### src/rtl/i2c_sched_pkg.sv
// Shared types and constants for the I2C write scheduler: FSM state encoding,
// transaction lengths in quarter periods, and the SCL/SDA drive decode.
package i2c_sched_pkg;

  typedef enum logic [2:0] {
    ST_IDLE  = 3'd0,
    ST_START = 3'd1,
    ST_ADDR  = 3'd2,
    ST_ACK1  = 3'd3,
    ST_DATA  = 3'd4,
    ST_ACK2  = 3'd5,
    ST_STOP  = 3'd6,
    ST_DONE  = 3'd7
  } state_e;

  localparam int SLOT_QUARTERS = 4;
  localparam int FULL_QUARTERS = 80;
  localparam int NACK_QUARTERS = 44;

  // Returns {scl_oe, sda_oe} for a state, quarter index and current data bit.
  function automatic logic [1:0] bus_drive(input state_e st, input logic [1:0] quarter,
                                           input logic data_bit);
    logic [1:0] drv;
    drv = 2'b00;
    case (st)
      ST_START:         drv = {1'b0, quarter[1]};
      ST_ADDR, ST_DATA: drv = {~quarter[1], ~data_bit};
      ST_ACK1, ST_ACK2: drv = {~quarter[1], 1'b0};
      ST_STOP: begin
        if (quarter == 2'd0) begin
          drv = 2'b11;
        end else if (quarter == 2'd1) begin
          drv = 2'b01;
        end else begin
          drv = 2'b00;
        end
      end
      default:          drv = 2'b00;
    endcase
    return drv;
  endfunction

endpackage

### src/rtl/i2c_write_scheduler_quarter_tick.sv
// Quarter-period tick generator: one-cycle pulse every CLK_DIV clocks, with the
// phase restarted by the grant pulse so quarter 0 begins the cycle after grant.
module i2c_quarter_tick #(
  parameter int CLK_DIV = 4
) (
  input  logic clk,
  input  logic reset,
  input  logic restart,
  output logic tick
);

  localparam int CW = (CLK_DIV > 1) ? $clog2(CLK_DIV) : 1;
  localparam logic [CW-1:0] LAST = CW'(CLK_DIV - 1);

  logic [CW-1:0] cnt_q, cnt_d;

  always_comb begin
    if (restart || (cnt_q == LAST)) begin
      cnt_d = '0;
    end else begin
      cnt_d = cnt_q + CW'(1);
    end
  end

  always_ff @(posedge clk) begin
    if (reset) begin
      cnt_q <= '0;
    end else begin
      cnt_q <= cnt_d;
    end
  end

  assign tick = (cnt_q == LAST);

endmodule

### src/rtl/i2c_write_scheduler.sv
// Two-requester I2C write master: round-robin arbitration, then START, address
// byte, ACK, data byte, ACK and STOP on open-drain SCL/SDA.
module i2c_write_scheduler
  import i2c_sched_pkg::*;
#(
  parameter int CLK_DIV = 4
) (
  input  logic       clk,
  input  logic       reset,
  input  logic [1:0] req,
  input  logic [6:0] addr0,
  input  logic [6:0] addr1,
  input  logic [7:0] data0,
  input  logic [7:0] data1,
  input  logic       sda_i,
  output logic [1:0] grant,
  output logic       busy,
  output logic       done,
  output logic       nack,
  output logic       scl_oe,
  output logic       sda_oe
);

  state_e     state_q, state_d;
  logic [1:0] quarter_q, quarter_d;
  logic [2:0] bit_q, bit_d;
  logic [7:0] shift_q, shift_d;
  logic [7:0] data_q, data_d;
  logic       rr_q, rr_d;
  logic [1:0] grant_q, grant_d;
  logic       busy_q, busy_d;
  logic       done_q, done_d;
  logic       nack_q, nack_d;
  logic       scl_oe_q, scl_oe_d;
  logic       sda_oe_q, sda_oe_d;
  logic       tick, restart, arb_en, slot_end;

  assign restart = |grant_q;

  i2c_quarter_tick #(.CLK_DIV(CLK_DIV)) u_tick (
    .clk     (clk),
    .reset   (reset),
    .restart (restart),
    .tick    (tick)
  );

  always_comb begin
    state_d   = state_q;
    quarter_d = quarter_q;
    bit_d     = bit_q;
    shift_d   = shift_q;
    data_d    = data_q;
    rr_d      = rr_q;
    grant_d   = 2'b00;
    busy_d    = busy_q;
    nack_d    = nack_q;
    // DONE counts as IDLE for arbitration so a waiting request is granted the next cycle.
    arb_en    = ((state_q == ST_IDLE) && (grant_q == 2'b00)) || (state_q == ST_DONE);
    slot_end  = tick && (quarter_q == 2'd3);

    case (state_q)
      ST_IDLE: begin
        if (grant_q != 2'b00) begin
          state_d   = ST_START;
          quarter_d = 2'd0;
          bit_d     = 3'd7;
          nack_d    = 1'b0;
          if (grant_q[0]) begin
            shift_d = {addr0, 1'b0};
            data_d  = data0;
          end else begin
            shift_d = {addr1, 1'b0};
            data_d  = data1;
          end
        end else begin
          state_d = ST_IDLE;
        end
      end
      ST_DONE: begin
        state_d = ST_IDLE;
        busy_d  = 1'b0;
      end
      default: begin
        if (tick) begin
          quarter_d = quarter_q + 2'd1;
        end else begin
          quarter_d = quarter_q;
        end
        if (tick && (quarter_q == 2'd2) && ((state_q == ST_ACK1) || (state_q == ST_ACK2))) begin
          nack_d = nack_q | sda_i;
        end else begin
          nack_d = nack_q;
        end
        if (slot_end) begin
          case (state_q)
            ST_START: begin
              state_d = ST_ADDR;
              bit_d   = 3'd7;
            end
            ST_ADDR: begin
              if (bit_q == 3'd0) begin
                state_d = ST_ACK1;
              end else begin
                bit_d   = bit_q - 3'd1;
                shift_d = {shift_q[6:0], 1'b0};
              end
            end
            ST_ACK1: begin
              if (nack_q) begin
                state_d = ST_STOP;
              end else begin
                state_d = ST_DATA;
                shift_d = data_q;
                bit_d   = 3'd7;
              end
            end
            ST_DATA: begin
              if (bit_q == 3'd0) begin
                state_d = ST_ACK2;
              end else begin
                bit_d   = bit_q - 3'd1;
                shift_d = {shift_q[6:0], 1'b0};
              end
            end
            ST_ACK2: state_d = ST_STOP;
            ST_STOP: state_d = ST_DONE;
            default: state_d = ST_IDLE;
          endcase
        end else begin
          state_d = state_q;
        end
      end
    endcase

    if (arb_en && (req != 2'b00)) begin
      busy_d = 1'b1;
      case (req)
        2'b01:   grant_d = 2'b01;
        2'b10:   grant_d = 2'b10;
        default: begin
          grant_d = rr_q ? 2'b10 : 2'b01;
          rr_d    = ~rr_q;
        end
      endcase
    end else begin
      grant_d = 2'b00;
    end

    done_d = (state_d == ST_DONE);
    // Bus pins are decoded from next-state values so the registered pins line up with the FSM.
    {scl_oe_d, sda_oe_d} = bus_drive(state_d, quarter_d, shift_d[7]);
  end

  always_ff @(posedge clk) begin
    if (reset) begin
      state_q   <= ST_IDLE;
      quarter_q <= 2'd0;
      bit_q     <= 3'd0;
      shift_q   <= 8'h00;
      data_q    <= 8'h00;
      rr_q      <= 1'b0;
      grant_q   <= 2'b00;
      busy_q    <= 1'b0;
      done_q    <= 1'b0;
      nack_q    <= 1'b0;
      scl_oe_q  <= 1'b0;
      sda_oe_q  <= 1'b0;
    end else begin
      state_q   <= state_d;
      quarter_q <= quarter_d;
      bit_q     <= bit_d;
      shift_q   <= shift_d;
      data_q    <= data_d;
      rr_q      <= rr_d;
      grant_q   <= grant_d;
      busy_q    <= busy_d;
      done_q    <= done_d;
      nack_q    <= nack_d;
      scl_oe_q  <= scl_oe_d;
      sda_oe_q  <= sda_oe_d;
    end
  end

  assign grant  = grant_q;
  assign busy   = busy_q;
  assign done   = done_q;
  assign nack   = nack_q;
  assign scl_oe = scl_oe_q;
  assign sda_oe = sda_oe_q;

endmodule

### config.mk
export PLATFORM = sky130hd
export DESIGN_NAME = i2c_write_scheduler
export DESIGN_NICKNAME = d
export VERILOG_FILES = /design/src/rtl/i2c_sched_pkg.sv /design/src/rtl/i2c_write_scheduler_quarter_tick.sv /design/src/rtl/i2c_write_scheduler.sv
export SDC_FILE = /design/constraint.sdc
export NUM_CORES = 1
export LEC_CHECK = 0
export CAP_MARGIN = 5
export CORE_MARGIN = 4
export CORE_UTILIZATION = 43
export DETAILED_ROUTE_END_ITERATION = 10
export PLACE_DENSITY = 0.72
export SLEW_MARGIN = 20
export SYNTH_ARGS = -nofsm -noshare
export SYNTH_HDL_FRONTEND = slang
export SYNTH_HIERARCHICAL = 1
export SYNTH_SLANG_ARGS = --single-unit
### constraint.sdc
create_clock -name clk -period 1.7 [get_ports clk]
set_input_delay 0.255 -clock clk [delete_from_list [all_inputs] [get_ports clk]]
set_output_delay 0.255 -clock clk [all_outputs]
set_load 0.1 [all_outputs]
==> results of run 1 <==
==> cells in the mapped netlist, drive strengths merged, types with 2 or more instances <==
master,number
inv,10
or2,6
nor3,9
and2,4
o2111ai,2
nand2,14
o21a,2
nor2,23
xnor2,2
mux2,7
a22oi,9
a21oi,10
mux2i,13
ha,8
buf,12
nor2b,3
nand3,4
o21ai,14
clkbuf,3
dfxtp,34
a311oi,3
a31oi,7
o22a,2
a211oi,10
nand4,2
==> registers in the layout (all words and copies together) (netlist names) <==
signal        flops
rr_q              1
busy              1
u_tick/cnt_q      2
data_q            8
sda_oe            1
shift_q           8
quarter_q         2
state_q           3
nack              1
grant             2
scl_oe            1
bit_q             3
done              1
==> metal layers <==
| metal | track usage, % | vias up |
|---|---|---|
| met1 | 24.7 | 887 |
| met3 | 4.09 | 8 |
| li1 | - | 962 |
| met2 | 32.0 | 45 |
| met4 | 7.18 | 0 |
| met5 | 0 | - |
==> metrics by stage <==
stage	instances	power [mW]	setup TNS, ns	hold slack, ns	cell area (um^2)
global route	343	2.58	-0.623	0.454	2910
finish	343	2.43	-0.131	0.433	2910
CTS	342	2.39	-0.00948	0.437	2830
global placement	332	1.72	-0.121	0.463	2700
detailed placement	332	1.75	-0.840	0.476	2700
floorplan	227	1.48	-0.000613	0.328	2040
==> power by group <==
part / total, mW / internal [mW] / switching, mW
combinational: 0.849 / 0.425 / 0.424
sequential: 0.969 / 0.896 / 0.0731
clock: 0.617 / 0.325 / 0.292
==> cell families (layout without fill, tap and decap cells) <==
family | count (synthesis) | after routing | share of synthesized area (%)
multiplexers | 20 | 20 | 10.6
buffers and inverters | 25 | 88 | 6.08
flip-flops | 34 | 34 | 34.4
AO/OA/AOI/OAI | 65 | 66 | 22.5
AND/OR/NAND/NOR | 72 | 72 | 20.1
adder cells (fa/ha/maj) | 8 | 8 | 5.06
XOR/XNOR | 3 | 3 | 1.33
==> area by class of cell <==
cell class	count	area [um^2]
clock buffers	6	82.6
clock inverters	2	12.5
fillers	361	1500
inverters	10	37.5
multi-input cells	169	1310
flip-flops and latches	34	696
well taps	52	65.1
repair buffers	70	709
==> worst paths after layout <==
kind	from	endpoint	slack, ns	cells past startpoint
min	u_tick/cnt_q[0]$_SDFF_PP0_	u_tick/cnt_q[0]$_SDFF_PP0_	0.43	1
min reg2reg	u_tick/cnt_q[0]$_SDFF_PP0_	u_tick/cnt_q[0]$_SDFF_PP0_	0.43	1
max reg2reg	bit_q[1]$_SDFFE_PP0P_	bit_q[1]$_SDFFE_PP0P_	-0.08	8
max	bit_q[1]$_SDFFE_PP0P_	bit_q[1]$_SDFFE_PP0P_	-0.08	8
==> worst reg2reg max path, cell delays in order, from the launching register on <==
cell,delay [ns]
dfxtp_2,0.35
inv_2,0.05
ha_4,0.16
ha_4,0.18
mux2_2,0.28
a32o_2,0.29
inv_2,0.09
a21oi_1,0.08
a311oi_2,0.21
==> what timing repair did <==
item | CTS | global route
setup buffers | 1 | 1
pin swaps | 3 | 6
endpoints found under the setup margin | 12 | 20
gates cloned | 1 | 0
resized for setup | 8 | 26
==> impl_metrics.json, run 1 <==
{
  "status": "finished, violations left",
  "violations": "setup timing",
  "die_y_um": 75.8,
  "critPathSlowestCell": "dfxtp_2",
  "vias": 1902,
  "min_period_over_period_pct": 105,
  "nets": 333,
  "avgRoutedWirePerCell_um": 15.3,
  "period_needed_ns": 1.78,
  "async_reset_ff_share_pct": 0,
  "hold_viol": 0,
  "cp_top_family": "compound AO/OA/AOI/OAI gates",
  "finalClockSkew_ns": 0.00435,
  "synthDominantCellAreaShare_pct": 34.4,
  "grt_pass1_wl_mm": 8.42,
  "postSynthAreaPerCell_um2": 8.71,
  "die_w_um": 75.8,
  "drc": 0,
  "slowest_delay_ns": 0.35,
  "grt.overflow.total": 0,
  "core_area_um2": 4410,
  "cts_tree": "done",
  "critPathKind": "reg2reg",
  "wl_met2_mm": 2.62,
  "max_cap_violations": 0,
  "crit_chain": "inv_2, ha_4, ha_4, mux2_2, a32o_2, inv_2, a21oi_1, a311oi_2",
  "finalWorstSetupSlack_ns": -0.0811,
  "cts_hold_buf": 0,
  "ir_drop_mv": 0.549,
  "power.leakage_nw": 1.05,
  "synth.cell_area_um2": 1980,
  "fin_util_pct": 66.0,
  "ys_warn_count": 6,
  "yosysTopAreaCell": "dfxtp_1",
  "slew_violations": 0,
  "drt-met1-wl_mm": 2.29,
  "gp_congestion": 0.913,
  "insertedDiodeCount": 0,
  "first_pass_iters": 4,
  "layout_common_cells": "34 x clkdlybuf4s50_1, 26 x buf_4, 24 x dfxtp_1",
  "num_rows": 24,
  "worst_ep_arrival_time_ns": 1.96,
  "worstSkewPairLatency_ns": 0.28,
  "synth_edf_count": 0,
  "dr_wl_met3_um": 236,
  "numCtsBuffers": 5,
  "area_delta_synth_final_pct": 47.3,
  "crit_fanout": 6,
  "routed.top_layer": "met4",
  "cts.sinks": 34,
  "grt_max_degree": 24,
  "worst_hold_path_type": "reg2reg",
  "antenna_found_initial": 0,
  "critPathCaptureType": "flip-flop",
  "clockBufferDepth": 2,
  "critical_path_required_ns": 1.88,
  "syn_inst": 227,
  "h-tree-depth": 2,
  "drive_gt1_share_pct": 34.7,
  "cts_root_buffer": "clkbuf_8",
  "drt_iter0_drc": 160,
  "synth_area_leaders": "dfxtp_1 34%, mux2i_1 6.6%, ha_1 5.1%",
  "pin_count": 42,
  "layout_commonest_cell": "clkdlybuf4s50_1",
  "io_buffers": 41,
  "rsz0062_at_grt": "yes",
  "worstMarginPinSlew_ns": 0.289,
  "ys_types": 46,
  "dp_hpwl_mm": 3.81,
  "finalWirelength_mm": 5.24,
  "initial_core_util_pct": 44.8,
  "max-slew-margin-rel_pct": 80.2,
  "synth_seq_cells": 34,
  "grt_pass1_vias": 1809,
  "power.density_nw_per_um2": 836,
  "yosysSeqAreaShare_pct": 34.4,
  "vias_per_cell": 5.55,
  "cp.buffers_inverters": 2,
  "ant_nets": 0,
  "dp_slack_ns": -0.139,
  "syn-num-nets": 270,
  "fmax_mhz": 561,
  "finalSetupViolCount": 5,
  "path_clk_slew_ns": 0.07,
  "track_usage_pct": 19.4,
  "dieArea_um2": 5750,
  "cp-start-kind": "flip-flop",
  "synthFlopType": "dfxtp_1"
}
No activity file was read; power rests on OpenSTA's default activity.
==> run 2, diff against run 1 <==
--- a/config.mk
+++ b/config.mk
@@ -8,2 +8,3 @@
 export CAP_MARGIN = 5
+export CORE_ASPECT_RATIO = 1.1
 export CORE_MARGIN = 4
--- a/constraint.sdc
+++ b/constraint.sdc
@@ -3,2 +3,2 @@
 set_output_delay 0.255 -clock clk [all_outputs]
-set_load 0.1 [all_outputs]
+set_load 0.01 [all_outputs]
==> run 2 against run 1 <==
The flow still finishes with violations (setup timing). Via count is 1.9% higher. Critical path depth stayed put. Hold slack better by 0.0083 ns. Wire length is 4.3% lower. Core utilization is 0.76 points higher. Global-route usage is 2.1 points lower.
==> impl_metrics.json, run 2 (synthesis results as in run 1) <==
{
  "status": "finished, violations left",
  "violations": "setup timing",
  "power.leakage_nw": 1.07,
  "die_y_um": 79.1,
  "clockBufferDepth": 2,
  "cp.buffers_inverters": 1,
  "max_cap_violations": 0,
  "worst_ep_arrival_time_ns": 1.98,
  "layout_common_cells": "40 x clkdlybuf4s50_1, 31 x buf_4, 30 x dfxtp_1",
  "pin_count": 42,
  "vias": 1938,
  "cpMostUsedCell": "ha_4",
  "nets": 338,
  "die_w_um": 72.7,
  "critPathCaptureType": "flip-flop",
  "max-slew-margin-rel_pct": 76.0,
  "first_pass_iters": 4,
  "startpoint": "bit_q[1]$_SDFFE_PP0P_",
  "critPathKind": "reg2reg",
  "finalWorstSetupSlack_ns": -0.0784,
  "cts_root_buffer": "clkbuf_8",
  "hold_viol": 0,
  "area_delta_synth_final_pct": 47.8,
  "track_usage_pct": 17.3,
  "num_rows": 25,
  "grt_max_degree": 24,
  "crit_fanout": 5,
  "num-fill-cells": 348,
  "grt_pass1_wl_mm": 7.93,
  "grt.overflow.total": 0,
  "fmax_mhz": 562,
  "cts.sinks": 34,
  "layout.cells.non_filler": 350,
  "critPathSlowestCell": "or3b_1",
  "fin_tns_setup_ns": -0.213,
  "cts_tree": "done",
  "critical_path_required_ns": 1.90,
  "worstSkewPairLatency_ns": 0.28,
  "antenna_found_initial": 0,
  "finalClockSkew_ns": 0.00490,
  "reg2reg_depth": 8,
  "dp_hpwl_mm": 3.43,
  "rrSetupSlack_ns": -0.08,
  "gp_congestion": 0.868,
  "path_clk_slew_ns": 0.07,
  "largest_registers": "data_q x8, shift_q x8",
  "placed_cells": 336,
  "insertedDiodeCount": 0,
  "dieArea_um2": 5750,
  "min_period_over_period_pct": 105,
  "cp_top_family": "compound AO/OA/AOI/OAI gates",
  "slew_violations": 0,
  "slowest_delay_ns": 0.37,
  "crit_cells": 8,
  "rsz0062_at_grt": "yes",
  "finalWirelength_mm": 5.01,
  "worst_hold_path_type": "reg2reg",
  "drt_iter0_drc": 99,
  "power.density_nw_per_um2": 817,
  "layout_commonest_cell": "clkdlybuf4s50_1",
  "core_area_um2": 4380,
  "h-tree-depth": 2,
  "period_needed_ns": 1.78,
  "grt_pass1_vias": 1846,
  "numCtsBuffers": 5,
  "setup.worst_path.end": "sda_oe$_SDFF_PP0_",
  "vias_per_cell": 5.54,
  "crit_chain": "inv_2, ha_4, ha_4, o21ai_2, a211oi_2, a311oi_2, or3b_1, a31oi_1",
  "drc": 0,
  "cp-start-kind": "flip-flop",
  "drive_gt1_share_pct": 31.4,
  "ant_nets": 0,
  "r2r_start": "bit_q[1]$_SDFFE_PP0P_",
  "io_buffers": 41,
  "avgRoutedWirePerCell_um": 14.3,
  "r2r_end": "sda_oe$_SDFF_PP0_",
  "power.total_mw": 2.39,
  "worstMarginPinSlew_ns": 0.358,
  "finalSetupViolCount": 7,
  "initial_core_util_pct": 45.1,
  "ir_drop_mv": 0.492
}
==> run 2: cell count changes in the layout (fill, tap and decap cells not counted), sizes merged <==
cell / before / now
dlymetal6s2s: 0 / 1
clkdlybuf4s50: 34 / 40
buf: 36 / 34
clkbuf: 6 / 7
clkinvlp: 1 / 0
==> run 2: routing by layer <==
layer	wire length (um)	GRT usage, %
met5	0	0
met2	2500	29.5
met3	256	4.05
met4	95	5.17
met1	2160	21.3
==> run 2: stage by stage <==
stage / hold WS, ns / instance area [um^2] / setup slack, ns / util, %
2_1_floorplan: 0.328 / 2000 / -0.0253 / -
3_3_place_gp: 0.429 / 2620 / -0.0825 / 59.8
3_5_place_dp: 0.432 / 2620 / -0.107 / 59.8
4_1_cts: 0.441 / 2780 / -0.0646 / 63.4
5_1_grt: 0.449 / 2920 / -0.180 / 66.7
6_report: 0.442 / 2920 / -0.0784 / 66.7
==> run 2: worst min path at each step <==
stage                                            end                       start  depth (start not counted)
after floorplan           u_tick/cnt_q[0]$_SDFF_PP0_                       reset                          1
after global placement    u_tick/cnt_q[0]$_SDFF_PP0_  u_tick/cnt_q[0]$_SDFF_PP0_                          1
after detailed placement  u_tick/cnt_q[0]$_SDFF_PP0_  u_tick/cnt_q[0]$_SDFF_PP0_                          1
after CTS                 u_tick/cnt_q[0]$_SDFF_PP0_  u_tick/cnt_q[0]$_SDFF_PP0_                          1
after global routing      u_tick/cnt_q[0]$_SDFF_PP0_  u_tick/cnt_q[0]$_SDFF_PP0_                          1
final                     u_tick/cnt_q[0]$_SDFF_PP0_  u_tick/cnt_q[0]$_SDFF_PP0_                          1
==> run 2: worst reg2reg max path, stage by stage (launching register included) <==
cell,delay [ns]
dfxtp_2,0.34
inv_2,0.04
ha_4,0.15
ha_4,0.18
o21ai_2,0.12
a211oi_2,0.08
a311oi_2,0.26
or3b_1,0.37
a31oi_1,0.16
==> run 2: cell type report <==
class / instances / area (um^2) / share of cell area, %
sequential: 34 / 686 / 23.5
tap: 54 / 67.6 / 2.31
multi-input combinational: 169 / 1340 / 45.7
inverter: 10 / 37.5 / 1.28
clock buffer: 7 / 86.3 / 2.95
clock inverter: 1 / 5.00 / 0.171
timing repair buffer: 75 / 706 / 24.1
==> run 2: timing repair <==
action,CTS,global route
pin swaps,3,15
cloned,1,0
buffers inserted,3,2
resized for setup,10,30
setup endpoints to repair,13,18
hold buffers,0,0
endpoints found under the hold margin,0,0
==> run 2: power by group <==
group	switching [mW]	internal, mW
clock network	0.287	0.327
registers	0.0672	0.893
logic	0.363	0.450
